## config.mk

```make
export PLATFORM = sky130hd
export DESIGN_NAME = bmp_load_ctrl
export DESIGN_NICKNAME = d
export VERILOG_FILES = /design/src/rtl/bmp_load_ctrl.sv
export SDC_FILE = /design/constraint.sdc
export NUM_CORES = 1
export LEC_CHECK = 0
export BUFFER_PORTS_ARGS = -buffer_cell sky130_fd_sc_hd__buf_4
export CAP_MARGIN = 20
export CORE_MARGIN = 4
export CORE_UTILIZATION = 56
export CTS_CLUSTER_DIAMETER = 200
export DETAILED_ROUTE_END_ITERATION = 7
export GPL_TIMING_DRIVEN = 0
export PLACE_DENSITY_LB_ADDON = 0.3
export SYNTH_ARGS = -nofsm -noshare
export SYNTH_HDL_FRONTEND = slang
export SYNTH_SLANG_ARGS = --single-unit
```

## constraint.sdc

```tcl
create_clock -name clk -period 8.5 [get_ports clk]
set_clock_uncertainty 0.2 [all_clocks]
set_input_delay 2.125 -clock clk [delete_from_list [all_inputs] [get_ports clk]]
set_output_delay 2.125 -clock clk [all_outputs]
set_load 0.01 [all_outputs]
```

## src/rtl/bmp_load_ctrl.sv

```systemverilog
// bmp_load_ctrl
//   Streams a BMP file byte-by-byte from a registered ROM into a RAM, parsing
//   the BMP header as it passes and optionally inverting pixel bytes.
//
//   Optional feature macro: BMP_CHECKSUM_EN
//     defined   -> adds output checksum[15:0], mod-2^16 sum of every written byte,
//                  cleared on start, valid from the done pulse until next start.
//     undefined -> no checksum port and no adder.
//
// Ports
//   clk, rst          clock (rising edge), async active-high reset
//   start, mode       copy request pulse; mode 1 = invert pixel bytes (latched on start)
//   rom_valid/addr/q  ROM read port; rom_q returns one cycle after rom_valid
//   ram_valid/addr/d  RAM write port; ram_addr = ROM index + RAM_BASE (wraps)
//   busy, done        busy from cycle after start through the done cycle
//   err_sig, err_size sticky header error flags
//   hdr_offset/width/height  parsed little-endian header fields
module bmp_load_ctrl #(
  parameter int          BYTE_WIDTH = 8,
  parameter int          ADDR_WIDTH = 20,
  parameter int          TOTAL_SIZE = 786486,
  parameter int unsigned RAM_BASE   = 0
) (
  input  logic                  clk,
  input  logic                  rst,
  input  logic                  start,
  input  logic                  mode,
  output logic                  rom_valid,
  output logic [ADDR_WIDTH-1:0] rom_addr,
  input  logic [BYTE_WIDTH-1:0] rom_q,
  output logic                  ram_valid,
  output logic [ADDR_WIDTH-1:0] ram_addr,
  output logic [BYTE_WIDTH-1:0] ram_d,
  output logic                  busy,
  output logic                  done,
  output logic                  err_sig,
  output logic                  err_size,
`ifdef BMP_CHECKSUM_EN
  output logic [15:0]           checksum,
`endif
  output logic [31:0]           hdr_offset,
  output logic [31:0]           hdr_width,
  output logic [31:0]           hdr_height
);

  if (TOTAL_SIZE < 26) begin : g_size_chk
    $error("bmp_load_ctrl: TOTAL_SIZE must be >= 26 to hold the BMP header fields");
  end
  if (BYTE_WIDTH < 8) begin : g_byte_chk
    $error("bmp_load_ctrl: BYTE_WIDTH must be >= 8");
  end

  localparam logic [2:0] S_IDLE  = 3'd0;
  localparam logic [2:0] S_READ  = 3'd1;
  localparam logic [2:0] S_DRAIN = 3'd2;
  localparam logic [2:0] S_DONE  = 3'd3;
  localparam logic [2:0] S_ERR   = 3'd4;

  localparam logic [ADDR_WIDTH-1:0] LAST_ADDR = ADDR_WIDTH'(TOTAL_SIZE - 1);
  localparam logic [ADDR_WIDTH-1:0] BASE      = ADDR_WIDTH'(RAM_BASE);

  logic [2:0]            state_q, state_d;
  logic [ADDR_WIDTH-1:0] addr_q, addr_d;     // next ROM address to issue
  logic                  mode_q, mode_d;
  logic                  rd_vld_q, rd_vld_d; // a ROM byte returns this cycle
  logic [ADDR_WIDTH-1:0] rd_idx_q, rd_idx_d; // index of the returning byte
  logic                  err_sig_q, err_sig_d;
  logic                  err_size_q, err_size_d;
  logic [23:0]           size_q, size_d;     // low three bytes of the file-size field
  logic [31:0]           off_q, off_d;
  logic [31:0]           wid_q, wid_d;
  logic [31:0]           hgt_q, hgt_d;
`ifdef BMP_CHECKSUM_EN
  logic [15:0]           cks_q, cks_d;
`endif

  logic [31:0] idx32;
  logic [7:0]  hb;
  logic [1:0]  lane;
  logic        sig_bad;
  logic        inv;

  assign idx32 = 32'(rd_idx_q);
  assign hb    = rom_q[7:0];
  // Every 4-byte header field starts at an index == 2 mod 4, so one lane
  // selector serves offset, width and height.
  assign lane  = 2'(rd_idx_q[1:0] - 2'd2);

  always_comb begin
    sig_bad = 1'b0;
    if (rd_vld_q) begin
      if (idx32 == 32'd0 && hb != 8'h42) sig_bad = 1'b1;
      if (idx32 == 32'd1 && hb != 8'h4D) sig_bad = 1'b1;
    end
  end

  // Header bytes are protected twice: index >= 54 and index >= parsed offset.
  assign inv = mode_q && (idx32 >= 32'd54) && (idx32 >= off_q);

  assign rom_valid  = (state_q == S_READ);
  assign rom_addr   = addr_q;
  assign ram_valid  = rd_vld_q && !sig_bad;
  assign ram_addr   = rd_vld_q ? ADDR_WIDTH'(rd_idx_q + BASE) : '0;
  assign ram_d      = !rd_vld_q ? '0 : (inv ? ~rom_q : rom_q);
  assign busy       = (state_q != S_IDLE);
  assign done       = (state_q == S_DONE) || (state_q == S_ERR);
  assign err_sig    = err_sig_q;
  assign err_size   = err_size_q;
  assign hdr_offset = off_q;
  assign hdr_width  = wid_q;
  assign hdr_height = hgt_q;
`ifdef BMP_CHECKSUM_EN
  assign checksum   = cks_q;
`endif

  always_comb begin
    state_d    = state_q;
    addr_d     = addr_q;
    mode_d     = mode_q;
    rd_vld_d   = 1'b0;
    rd_idx_d   = addr_q;
    err_sig_d  = err_sig_q;
    err_size_d = err_size_q;
    size_d     = size_q;
    off_d      = off_q;
    wid_d      = wid_q;
    hgt_d      = hgt_q;
`ifdef BMP_CHECKSUM_EN
    cks_d      = cks_q;
    if (ram_valid) cks_d = cks_q + 16'(ram_d);
`endif

    // Fields fill in as their bytes come back from the ROM.
    if (rd_vld_q && !sig_bad) begin
      if (idx32 >= 32'd2 && idx32 <= 32'd4) begin
        case (rd_idx_q[1:0])
          2'd2:    size_d[7:0]   = hb;
          2'd3:    size_d[15:8]  = hb;
          2'd0:    size_d[23:16] = hb;
          default: ;
        endcase
      end
      // Compare only once the top byte arrives, on the complete field.
      if (idx32 == 32'd5 && {hb, size_q} != 32'(TOTAL_SIZE)) err_size_d = 1'b1;
      if (idx32 >= 32'd10 && idx32 <= 32'd13) off_d[{lane, 3'b000} +: 8] = hb;
      if (idx32 >= 32'd18 && idx32 <= 32'd21) wid_d[{lane, 3'b000} +: 8] = hb;
      if (idx32 >= 32'd22 && idx32 <= 32'd25) hgt_d[{lane, 3'b000} +: 8] = hb;
    end

    case (state_q)
      S_IDLE: begin
        if (start) begin
          state_d    = S_READ;
          addr_d     = '0;
          mode_d     = mode;
          err_sig_d  = 1'b0;
          err_size_d = 1'b0;
          size_d     = '0;
          off_d      = 32'hFFFF_FFFF; // no inversion until the real offset lands
          wid_d      = '0;
          hgt_d      = '0;
`ifdef BMP_CHECKSUM_EN
          cks_d      = '0;
`endif
        end
      end
      S_READ: begin
        // A bad signature kills the read issued this cycle as well.
        rd_vld_d = !sig_bad;
        if (sig_bad) begin
          state_d   = S_ERR;
          err_sig_d = 1'b1;
        end else if (addr_q == LAST_ADDR) begin
          state_d = S_DRAIN;
        end else begin
          addr_d = addr_q + 1'b1;
        end
      end
      S_DRAIN: state_d = S_DONE;
      S_DONE:  state_d = S_IDLE;
      S_ERR:   state_d = S_IDLE;
      default: state_d = S_IDLE;
    endcase
  end

  always_ff @(posedge clk or posedge rst) begin
    if (rst) begin
      state_q    <= S_IDLE;
      addr_q     <= '0;
      mode_q     <= 1'b0;
      rd_vld_q   <= 1'b0;
      rd_idx_q   <= '0;
      err_sig_q  <= 1'b0;
      err_size_q <= 1'b0;
      size_q     <= '0;
      off_q      <= 32'hFFFF_FFFF;
      wid_q      <= '0;
      hgt_q      <= '0;
`ifdef BMP_CHECKSUM_EN
      cks_q      <= '0;
`endif
    end else begin
      state_q    <= state_d;
      addr_q     <= addr_d;
      mode_q     <= mode_d;
      rd_vld_q   <= rd_vld_d;
      rd_idx_q   <= rd_idx_d;
      err_sig_q  <= err_sig_d;
      err_size_q <= err_size_d;
      size_q     <= size_d;
      off_q      <= off_d;
      wid_q      <= wid_d;
      hgt_q      <= hgt_d;
`ifdef BMP_CHECKSUM_EN
      cks_q      <= cks_d;
`endif
    end
  end

endmodule

```

==> metrics.log, run 1 <==
INFO  metric drt_pass1_iterations = 5
INFO  metric numCtsBuffers = 17
INFO  metric synth_enable_flop_cells = 0
INFO  metric slew_headroom = 43.84%
INFO  metric timing.final.crit_period = 6.026 ns
INFO  metric timing.critical_path.slowest_stage_cell = or4_1
INFO  metric synth.area.top_cells = dfrtp_1, dfstp_2, mux2i_1, ha_1, a21oi_1
INFO  metric crit_path_cell_trace = buf_4 -> or4_1 -> o21ai_2 -> a21oi_1 -> a21boi_0 -> buf_4
INFO  metric floorplan.initialDensity = 56.75%
INFO  metric die_width = 129.1 µm
INFO  metric power.switching = 1.022 mW
INFO  metric required = 6.18 ns
INFO  metric r2r_setup_slk = 5.34 ns
INFO  metric cp_slowest_stage_delay = 0.54 ns
INFO  metric grt_antenna_before_repair = 0
INFO  metric synth_fp_nets = 840
INFO  metric reg2regPathDepth = 7
INFO  metric worst_setup_slack_post_dpl = 2.497 ns
INFO  metric synth-seq-area-share = 51.35%
INFO  metric ir_worst_vdd = 0.1996 mV
INFO  metric initialDrtViolationCount = 791
INFO  metric route.detailed.wl_per_inst = 21.51 µm
INFO  metric maximum_number_of_pins_on_one_net_before_global_route_repair = 86
INFO  metric synth_top_cell_area_share = 41.11%
INFO  metric detail_route.vias_per_cell = 6.207
INFO  metric final_core_utilization = 70.95%
INFO  metric swShare = 38.41%
INFO  metric postSynth.topFlopCell = dfrtp_1
INFO  metric drive_above_1_share = 24.25%
INFO  metric ys_seq_elements = 167
INFO  metric total_grt_usage = 30.41%
INFO  metric fmax = 0.1659 GHz
INFO  metric run_status = complete, no violations
INFO  metric post-dp-hpwl = 18010 µm
INFO  metric area_growth = 25.02%
INFO  metric finalWeightedCongestion = 0.9737
INFO  metric setup_tns = 0 ns
INFO  metric power.share.clock = 28.5%
INFO  metric cp_endpoint_kind = output pin
INFO  metric rows = 44
INFO  metric clkLatencyLatePin = 0.43 ns
INFO  metric drc_errors = 0
INFO  metric worstHoldPathType = reg2reg
INFO  metric number_of_global_route_vias_before_repair = 7013
INFO  metric critical_path_arrival = 3.70 ns
INFO  metric design.final.nets = 1022
INFO  metric via_count = 7312
INFO  metric dpl.cell_count = 1146
INFO  metric cts_tree = done
INFO  metric post-route-period-util = 70.90%
INFO  metric clock_sink_count = 167
INFO  metric setup.worst_path.start_class = primary input
INFO  metric cpMostUsedCell = buf_4
INFO  metric grt_first_pass_wirelength = 38970 µm
INFO  metric post_synth_inst_count = 800
INFO  metric combined_area_of_all_synthesized_cells = 8217 µm²
INFO  metric critical_path.max_fanout = 7
INFO  metric worst_setup_hold_path_clk_slew = 0.06 ns
INFO  metric timing.hold.ws = 0.2831 ns
INFO  metric stdcell_count = 1178
INFO  metric maxSlewViolCount = 0
INFO  metric die_height = 129.1 µm
INFO  metric grt_setup_unrepaired = no
INFO  metric ioPinCount = 162
INFO  metric ant_nets = 0
INFO  metric setup.worst_path.class = in2out
INFO  metric grt_overflow = 0
INFO  metric p_leak = 4.946 nW
INFO  metric power.combinational.fraction = 33.9%
INFO  metric synth.yosys.warnings = 0
INFO  metric count_of_unique_library_cells_instantiated_by_yosys = 58
INFO  metric cts_hold_buf = 0
INFO  metric cts_setup_buffers = 0
INFO  metric detail_route.wirelength = 25340 µm
INFO  metric die-area = 16670 µm²
INFO  metric syn_avg_cell_area = 10.27 µm²
INFO  metric synthArstFlopShare = 100.0%
INFO  metric post_cts_resize_count = 0
INFO  metric core_area = 14480 µm²
INFO  metric tightestPinTransition = 0.8360 ns
INFO  metric port-buffer-count = 161
INFO  metric critical_path.reg2reg.endpoint = rom_addr[4]$_DFFE_PP0P_
INFO  metric clock_path_buffers = 2
INFO  metric setup_viol_count_final = 0
INFO  metric n_antenna_cell = 0
INFO  metric synth.largest_area_cell = dfrtp_1
INFO  metric pwr_density_cell = 259.0 nW/µm²
INFO  metric post-route-worst-setup-slack = 2.474 ns
INFO  metric drv_cap = 0
INFO  metric htree_levels = 4
INFO  metric timing.rr.start = rd_idx_q[14]$_DFF_PP0_
INFO  metric seq_power_share = 37.6%
INFO  metric finalHoldViolations = 0
INFO  metric p_int = 1.638 mW
INFO  metric crit_end = ram_valid
INFO  metric cts_root_buffer = clkbuf_16
INFO  metric worst_setup_path_startpoint = rom_q[1]
-- Yosys cell counts (13+ instances only) --
master and n:
dfrtp_1 135, o21ai_0 53, nand3_1 28, nor2_1 33, inv_1 29, a221o_1 16, ha_1 28, o211ai_1 13
mux2i_1 39, dfstp_2 32, clkbuf_1 38, and2_1 41, a22o_1 32, nand2b_1 16, nand4_1 37, a21oi_1 61
nand2_1 55
-- state kept, by name, summed over array words and instances, names as in the netlist --
register and count:
err_sig 1, hdr_offset 32, hdr_width 32, size_q 24, rom_addr 20, rd_vld_q 1, hdr_height 32, mode_q 1
rd_idx_q 20, state_q 3, err_size 1
-- worst max-delay path, delay by kind of cell --
kind / cells / cell delay (ns)
simple gates: 1 / 0.54
buf+inv: 2 / 0.35
compound gates: 3 / 0.69
-- worst min-delay path by stage --
stage	start	endpoint	cells after the start
finish	rom_addr[15]$_DFFE_PP0P_	rd_idx_q[15]$_DFF_PP0_	0
floorplan	mode_q$_DFFE_PP0P_	mode_q$_DFFE_PP0P_	2
CTS	rom_addr[15]$_DFFE_PP0P_	rd_idx_q[15]$_DFF_PP0_	0
global route	rom_addr[19]$_DFFE_PP0P_	rd_idx_q[19]$_DFF_PP0_	0
detailed placement	rom_addr[19]$_DFFE_PP0P_	rd_idx_q[19]$_DFF_PP0_	0
global placement	rom_addr[15]$_DFFE_PP0P_	rd_idx_q[15]$_DFF_PP0_	0
-- cells in the final DEF, fill, tap and decap left out, drive strengths merged, types with 3 or more instances in the layout --
master and count:
dfrtp 135, nand2 55, and2 42, clkinv 5, mux2i 39, nor4 11
nand2b 16, a221o 16, buf 175, o31ai 6, inv 30, o21a 3
and3 6, a22o 32, nor4b 4, nor3 11, ha 28, a31oi 4
and4 5, nor2b 4, nand3b 4, nand4 37, o21ai 55, or3 11
dfstp 32, nor2 33, clkbuf 59, or4 7, o211ai 13, nand3 28
a21oi 61
-- cells by family (layout without fill, tap and decap cells) --
family	count (synthesis)	in the layout	share of synthesized area (%)
adder cells (fa/ha/maj)	28	28	4.264
AND/OR/NAND/NOR	281	281	19.17
flip-flops	167	167	51.35
AO/OA/AOI/OAI	206	206	16.72
buffers and inverters	79	273	3.746
multiplexers	39	39	4.751
-- per-layer routing --
| layer | GRT usage (%) | vias to the layer above | wire length [µm] |
|---|---|---|---|
| met1 | 39.39 | 3540 | 10010 |
| met2 | 49.79 | 384 | 12280 |
| met4 | 13.03 | 0 | 903 |
| li1 | - | 3320 | - |
| met3 | 6.389 | 68 | 2138 |
| met5 | 0 | - | 0 |
-- power by group through the flow --
stage | registers (mW) | logic [mW] | clock network [mW]
after global placement | 1.00 | 0.859 | 0
after detailed placement | 1.01 | 0.877 | 0
after CTS | 0.995 | 0.884 | 0.763
after global routing | 1.01 | 0.973 | 0.799
final | 1.00 | 0.901 | 0.759
after floorplan | 0.995 | 0.544 | 0
-- through the flow --
step / cell area, µm² / total power [mW]
detailed placement: 9691 / 1.883
finish: 10270 / 2.660
floorplan: 8217 / 1.539
global route: 10270 / 2.781
CTS: 10260 / 2.642
global placement: 9656 / 1.863
-- cell type report --
| cell class | instances | area, µm² |
|---|---|---|
| repair buffers | 163 | 1244 |
| multi-input cells | 554 | 3690 |
| clock inverters | 10 | 123.9 |
| inverters | 29 | 116.4 |
| fillers | 1101 | 4207 |
| well taps | 184 | 230.2 |
| flip-flops and latches | 167 | 4219 |
| plain buffers | 50 | 198.9 |
| clock buffers | 21 | 450.4 |
Power figures use the tool's default switching activity.
==> run 2: changes to the inputs <==
Settings changed: CORE_UTILIZATION 56 to 50.
Clock period 8.5 ns to 5.1 ns, I/O delays scaled along.
==> metrics.log, run 2 (synthesized netlist as in run 1, its figures left out) <==
INFO  metric post-route-period-util = 91.75%
INFO  metric timing.final.crit_period = 4.679 ns
INFO  metric tightestPinTransition = 0.9978 ns
INFO  metric total_power = 4.356 mW
INFO  metric critical_path.reg2reg.endpoint = rom_addr[2]$_DFFE_PP0P_
INFO  metric clock_path_buffers = 2
INFO  metric critPathTopFamily = compound AO/OA/AOI/OAI gates
INFO  metric detail_route.wirelength = 25080 µm
INFO  metric clkLatencyLatePin = 0.43 ns
INFO  metric post_cts_resize_count = 0
INFO  metric setup.worst_path.class = reg2out
INFO  metric stdcell_count = 1214
INFO  metric post-dp-hpwl = 18400 µm
INFO  metric placed_cell_area = 9779 µm²
INFO  metric run_status = complete, no violations
INFO  metric worst_setup_hold_path_clk_slew = 0.06 ns
INFO  metric cts_root_buffer = clkbuf_16
INFO  metric timing.critical_path.slowest_stage_cell = dfstp_2
INFO  metric grt_antenna_before_repair = 0
INFO  metric r2r_setup_slk = 1.94 ns
INFO  metric setup.worst_path.start_class = flip-flop
INFO  metric maxSlewViolCount = 0
INFO  metric cts_hold_buf = 0
INFO  metric slew_headroom = 32.97%
INFO  metric cpMostUsedCell = buf_4
INFO  metric drc_errors = 0
INFO  metric grt_setup_unrepaired = no
INFO  metric drive_above_1_share = 24.35%
INFO  metric finalHoldViolations = 0
INFO  metric route.detailed.wl_per_inst = 20.66 µm
INFO  metric cp_num_buf_inv = 3
INFO  metric htree_levels = 4
INFO  metric cp_slowest_stage_delay = 0.57 ns
INFO  metric setup_viol_count_final = 0
INFO  metric hold_end = err_sig$_DFFE_PP0P_
INFO  metric critical_path.max_fanout = 6
INFO  metric n_antenna_cell = 0
INFO  metric via_count = 7378
INFO  metric p_leak = 4.952 nW
INFO  metric number_of_global_route_vias_before_repair = 6949
INFO  metric grt_first_pass_wirelength = 38660 µm
INFO  metric worstHoldStart = err_sig$_DFFE_PP0P_
INFO  metric design.final.nets = 1025
INFO  metric required = 3.62 ns
INFO  metric die_height = 136.2 µm
INFO  metric die_width = 136.2 µm
INFO  metric reg2regPathDepth = 7
INFO  metric rows = 46
INFO  metric layout.cells.most_common_list = buf_4, dfrtp_1, a21oi_1
INFO  metric crit_path_cell_trace = inv_1 -> ha_1 -> nand4_1 -> nor3_1 -> o2111ai_1 -> a31oi_1 -> buf_4 -> mux2i_1 -> buf_4
INFO  metric port-buffer-count = 161
INFO  metric core_area = 16000 µm²
INFO  metric worstHoldPathCells = 1
INFO  metric cts_tree = done
INFO  metric timing.rr.start = rd_idx_q[14]$_DFF_PP0_
INFO  metric setup_tns = 0 ns
INFO  metric maximum_number_of_pins_on_one_net_before_global_route_repair = 43
INFO  metric drt_pass1_iterations = 6
INFO  metric area_growth = 25.70%
INFO  metric worstHoldPathType = reg2reg
INFO  metric floorplan.initialDensity = 51.35%
INFO  metric ir_worst_vdd = 0.3123 mV
INFO  metric layout.cell_area.non_filler = 10330 µm²
INFO  metric cts_setup_buffers = 0
INFO  metric ant_nets = 0
INFO  metric initialDrtViolationCount = 694
INFO  metric cp_endpoint_kind = output pin
INFO  metric detail_route.vias_per_cell = 6.077
INFO  metric finalWeightedCongestion = 0.9270
INFO  metric numCtsBuffers = 17
INFO  metric grt_overflow = 0
INFO  metric drv_cap = 0
INFO  metric pwr_density_cell = 421.8 nW/µm²
INFO  metric ioPinCount = 162
INFO  metric fmax = 0.2137 GHz
INFO  metric dpl.cell_count = 1181
INFO  metric critical_path_arrival = 3.20 ns
INFO  metric clock_sink_count = 167
INFO  metric total_grt_usage = 27.17%
INFO  metric layout.cells.most_common = buf_4
INFO  metric die-area = 18550 µm²
run 2: changes by cell type in the layout (fill, tap and decap cells not counted), moves of 2 or more:
cell,before,now
buf_12,0,4
bufinv_16,2,0
clkbuf_1,41,43
clkbuf_8,1,4
clkinv_4,4,1
run 2: power by group:
part	switching (mW)	internal, mW	leakage, nW
Sequential	0.156	1.51	2.20
Clock	0.520	0.676	0.261
Combinational	1.00	0.494	2.49
run 2: metrics by stage:
stage	hold slack, ns	setup slack (ns)	util, %
floorplan	0.2376	1.179	-
global placement	0.2621	0.5834	60.62
detailed placement	0.2641	0.6680	61.12
CTS	0.2815	0.1971	64.51
global route	0.3027	0.2620	64.55
finish	0.2886	0.4207	64.55
run 2: layout make-up:
class | instances | area [µm²]
Multi-Input combinational cell | 554 | 3690
Clock buffer | 26 | 499.2
Clock inverter | 6 | 42.54
Tap cell | 216 | 270.3
Timing Repair Buffer | 166 | 1296
Inverter | 29 | 112.6
Sequential cell | 167 | 4219
Buffer | 50 | 198.9
Fill cell | 1336 | 5672
run 2: how the worst max path moves through the flow:
stage / startpoint / endpoint / slack, ns / cells after the start
finish: hdr_offset[15]$_DFF_PP1_ / ram_d[4] / 0.42 / 9
global route: hdr_offset[15]$_DFF_PP1_ / ram_d[4] / 0.26 / 9
CTS: hdr_offset[15]$_DFF_PP1_ / ram_d[1] / 0.20 / 8
detailed placement: hdr_offset[15]$_DFF_PP1_ / ram_d[1] / 0.67 / 8
global placement: rst / hdr_height[14]$_DFF_PP0_ / 0.58 / 2
floorplan: rom_q[1] / ram_valid / 1.18 / 4
run 2: layer usage:
metal	wire [µm]	track usage (%)	up-vias
met2	11890	42.68	410
met1	10240	36.89	3579
met3	2104	5.403	65
met5	0	0	-
met4	847	11.53	0
li1	-	-	3324
==> run 3: changes to the inputs <==
Settings changed: ABC_AREA set to 1, CORE_UTILIZATION 50 to 24.
==> metrics.log, run 3 <==
INFO  metric die-area = 41350 µm²
INFO  metric grt_setup_unrepaired = no
INFO  metric drc_errors = 0
INFO  metric ioPinCount = 162
INFO  metric via_count = 8417
INFO  metric post_cts_resize_count = 0
INFO  metric die_width = 203.3 µm
INFO  metric timing.hold.ws = 0.2502 ns
INFO  metric ant_nets = 0
INFO  metric run_status = complete, no violations
INFO  metric fill_count = 4102
INFO  metric ir_worst_vdd = 0.2389 mV
INFO  metric synth-seq-area-share = 46.07%
INFO  metric synthMuxAreaShare = 0%
INFO  metric synth_fp_nets = 1229
INFO  metric setup_tns = 0 ns
INFO  metric clock_path_buffers = 2
INFO  metric cpMostUsedCell = nand2_1
INFO  metric post-route-period-util = 92.12%
INFO  metric initialDrtViolationCount = 565
INFO  metric post_synth_most_frequent_cells = nand2_1, nor2_1, dfrtp_1, nand3_1, inv_1
INFO  metric post-dp-hpwl = 24830 µm
INFO  metric critical_path_arrival = 3.22 ns
INFO  metric cts_setup_buffers = 0
INFO  metric design.final.nets = 1414
INFO  metric fraction_of_the_mapped_netlist_area_in_adder_cells = 3.826%
INFO  metric synthArstFlopShare = 100.0%
INFO  metric setup.worst_path.class = reg2out
INFO  metric reg2regPathDepth = 10
INFO  metric grt_overflow = 0
INFO  metric setup_viol_count_final = 0
INFO  metric die_height = 203.3 µm
INFO  metric cp_endpoint_kind = output pin
INFO  metric maxSlewViolCount = 0
INFO  metric cts_root_buffer = clkbuf_16
INFO  metric grt_first_pass_wirelength = 48760 µm
INFO  metric floorplan.initialDensity = 24.31%
INFO  metric core_area = 37670 µm²
INFO  metric ff_latch_area = 4219 µm²
INFO  metric pwr_density_cell = 348.6 nW/µm²
INFO  metric worst_setup_hold_path_clk_slew = 0.07 ns
INFO  metric finalHoldViolations = 0
INFO  metric total_power = 4.074 mW
INFO  metric slew_headroom = 36.94%
INFO  metric tightestPinTransition = 0.9424 ns
INFO  metric setup.worst_path.start_class = flip-flop
INFO  metric area_growth = 27.61%
INFO  metric timing.final.crit_period = 4.698 ns
INFO  metric multiInputGateArea = 4249 µm²
INFO  metric critical_path.reg2reg.endpoint = hdr_height[19]$_DFF_PP0_
INFO  metric synth_enable_flop_cells = 0
INFO  metric ys_seq_elements = 167
INFO  metric post-route-worst-setup-slack = 0.4019 ns
INFO  metric maximum_number_of_pins_on_one_net_before_global_route_repair = 37
INFO  metric cts_tree = done
INFO  metric count_of_unique_library_cells_instantiated_by_yosys = 40
INFO  metric grt_antenna_before_repair = 0
INFO  metric post_synth_inst_count = 1189
INFO  metric numCtsBuffers = 17
INFO  metric p_leak = 6.151 nW
INFO  metric synth.yosys.warnings = 0
INFO  metric final_core_utilization = 31.03%
INFO  metric clock_sink_count = 167
INFO  metric hold_end = rd_idx_q[15]$_DFF_PP0_
INFO  metric cell_with_the_most_instances_after_synthesis = nand2_1
INFO  metric crit_path_cell_trace = inv_1 -> ha_1 -> nand2_1 -> inv_1 -> nand2_1 -> nor2_1 -> nor2_1 -> nand2_1 -> nand2_1 -> nand2_1 -> nand2_1 -> nand2_1 -> clkbuf_1 -> a21oi_1 -> nor2_1 -> buf_4
INFO  metric cp_slowest_stage_delay = 0.57 ns
INFO  metric port-buffer-count = 161
INFO  metric worstHoldStart = rom_addr[15]$_DFFE_PP0P_
INFO  metric n_antenna_cell = 0
INFO  metric layout.cells.most_common_list = nand2_1, nor2_1, buf_4
INFO  metric synth.area.top_cells = dfrtp_1, nand2_1, dfstp_2, nor2_1, nand3_1
INFO  metric postSynth.topFlopCell = dfrtp_1
INFO  metric route.detailed.wl_per_inst = 16.79 µm
INFO  metric finalWeightedCongestion = 0.8367
INFO  metric drt_pass1_iterations = 5
INFO  metric drive_above_1_share = 22.21%
INFO  metric htree_levels = 4
INFO  metric r2r_setup_slk = 2.27 ns
INFO  metric synth_top_family_by_area = simple AND/OR/NAND/NOR gates
INFO  metric worst_setup_slack_post_dpl = 0.8246 ns
INFO  metric cts_hold_buf = 0
INFO  metric synth-simple-area-share = 36.48%
INFO  metric detail_route.vias_per_cell = 4.435
INFO  metric worstHoldPathCells = 0
INFO  metric clkLatencyLatePin = 0.44 ns
INFO  metric dpl.cell_count = 1866
INFO  metric synth.largest_area_cell = dfrtp_1
INFO  metric placed_cell_area = 11110 µm²
INFO  metric drv_cap = 0
INFO  metric rows = 71
INFO  metric fmax = 0.2129 GHz
INFO  metric stdcell_count = 1898
INFO  metric combined_area_of_all_synthesized_cells = 9158 µm²
INFO  metric timing.critical_path.slowest_stage_cell = dfstp_2
INFO  metric synth-compound-area-share = 4.372%
INFO  metric layout.cell_area.non_filler = 11690 µm²
INFO  metric critical_path.max_fanout = 10
INFO  metric number_of_global_route_vias_before_repair = 8217
INFO  metric layout.cells.most_common = nand2_1
INFO  metric syn_avg_cell_area = 7.702 µm²
INFO  metric synth_xor_xnor_area_share = 1.722%
INFO  metric total_grt_usage = 15.22%
INFO  metric worstHoldPathType = reg2reg
INFO  metric synth_top_cell_area_share = 36.89%
INFO  metric detail_route.wirelength = 31870 µm
INFO  metric timing.rr.start = rd_idx_q[1]$_DFF_PP0_
INFO  metric required = 3.62 ns
==> run 3: worst max path at each step <==
stage                                       start                       end  slack (ns)  cells after the start
after floorplan                          rom_q[2]                 ram_valid        1.47                      6
after global placement                        rst  hdr_height[26]$_DFF_PP0_        0.30                      2
after detailed placement  hdr_offset[7]$_DFF_PP1_                  ram_d[4]        0.82                     16
after CTS                 hdr_offset[7]$_DFF_PP1_                  ram_d[4]        0.33                     16
after global routing      hdr_offset[7]$_DFF_PP1_                  ram_d[4]        0.16                     16
final                     hdr_offset[7]$_DFF_PP1_                  ram_d[4]        0.40                     16
==> run 3: logic make-up (layout without fill, tap and decap cells) <==
kind of cell | after synthesis | after routing
simple gates | 745 | 745
flops | 167 | 167
buf+inv | 157 | 355
compound gates | 74 | 74
fa+ha+maj | 28 | 28
xor+xnor | 18 | 18
==> run 3: where the power goes <==
| group | total (mW) | leakage [nW] | internal (mW) | switching (mW) |
|---|---|---|---|---|
| Sequential | 1.49 | 2.21 | 1.39 | 0.0935 |
| Clock | 1.28 | 0.273 | 0.709 | 0.570 |
| Combinational | 1.31 | 3.67 | 0.383 | 0.925 |
| Total | 4.07 | 6.15 | 2.49 | 1.59 |
==> run 3: final cells by class <==
class	count	area share (%)
repair buffers	166	11.20
flip-flops and latches	167	36.10
well taps	511	5.471
clock buffers	21	3.940
clock inverters	11	0.9957
plain buffers	45	2.302
multi-input cells	865	36.36
inverters	112	3.630
==> run 3: worst max-delay path, delay by kind of cell, from the launching register on <==
kind / cells / cell delay (ns)
fa+ha+maj: 1 / 0.29
compound gates: 1 / 0.12
simple gates: 10 / 1.08
flops: 1 / 0.57
buf+inv: 4 / 0.73
==> run 3: routing by layer <==
metal  track usage, %  vias to the layer above  part of all wire (%)
li1                 -                     4173                     -
met1            20.12                     3966                    44
met2            25.00                      251                    47
met3            4.118                       27                   6.9
met4            3.589                        0                   1.6
met5                0                        -                     0
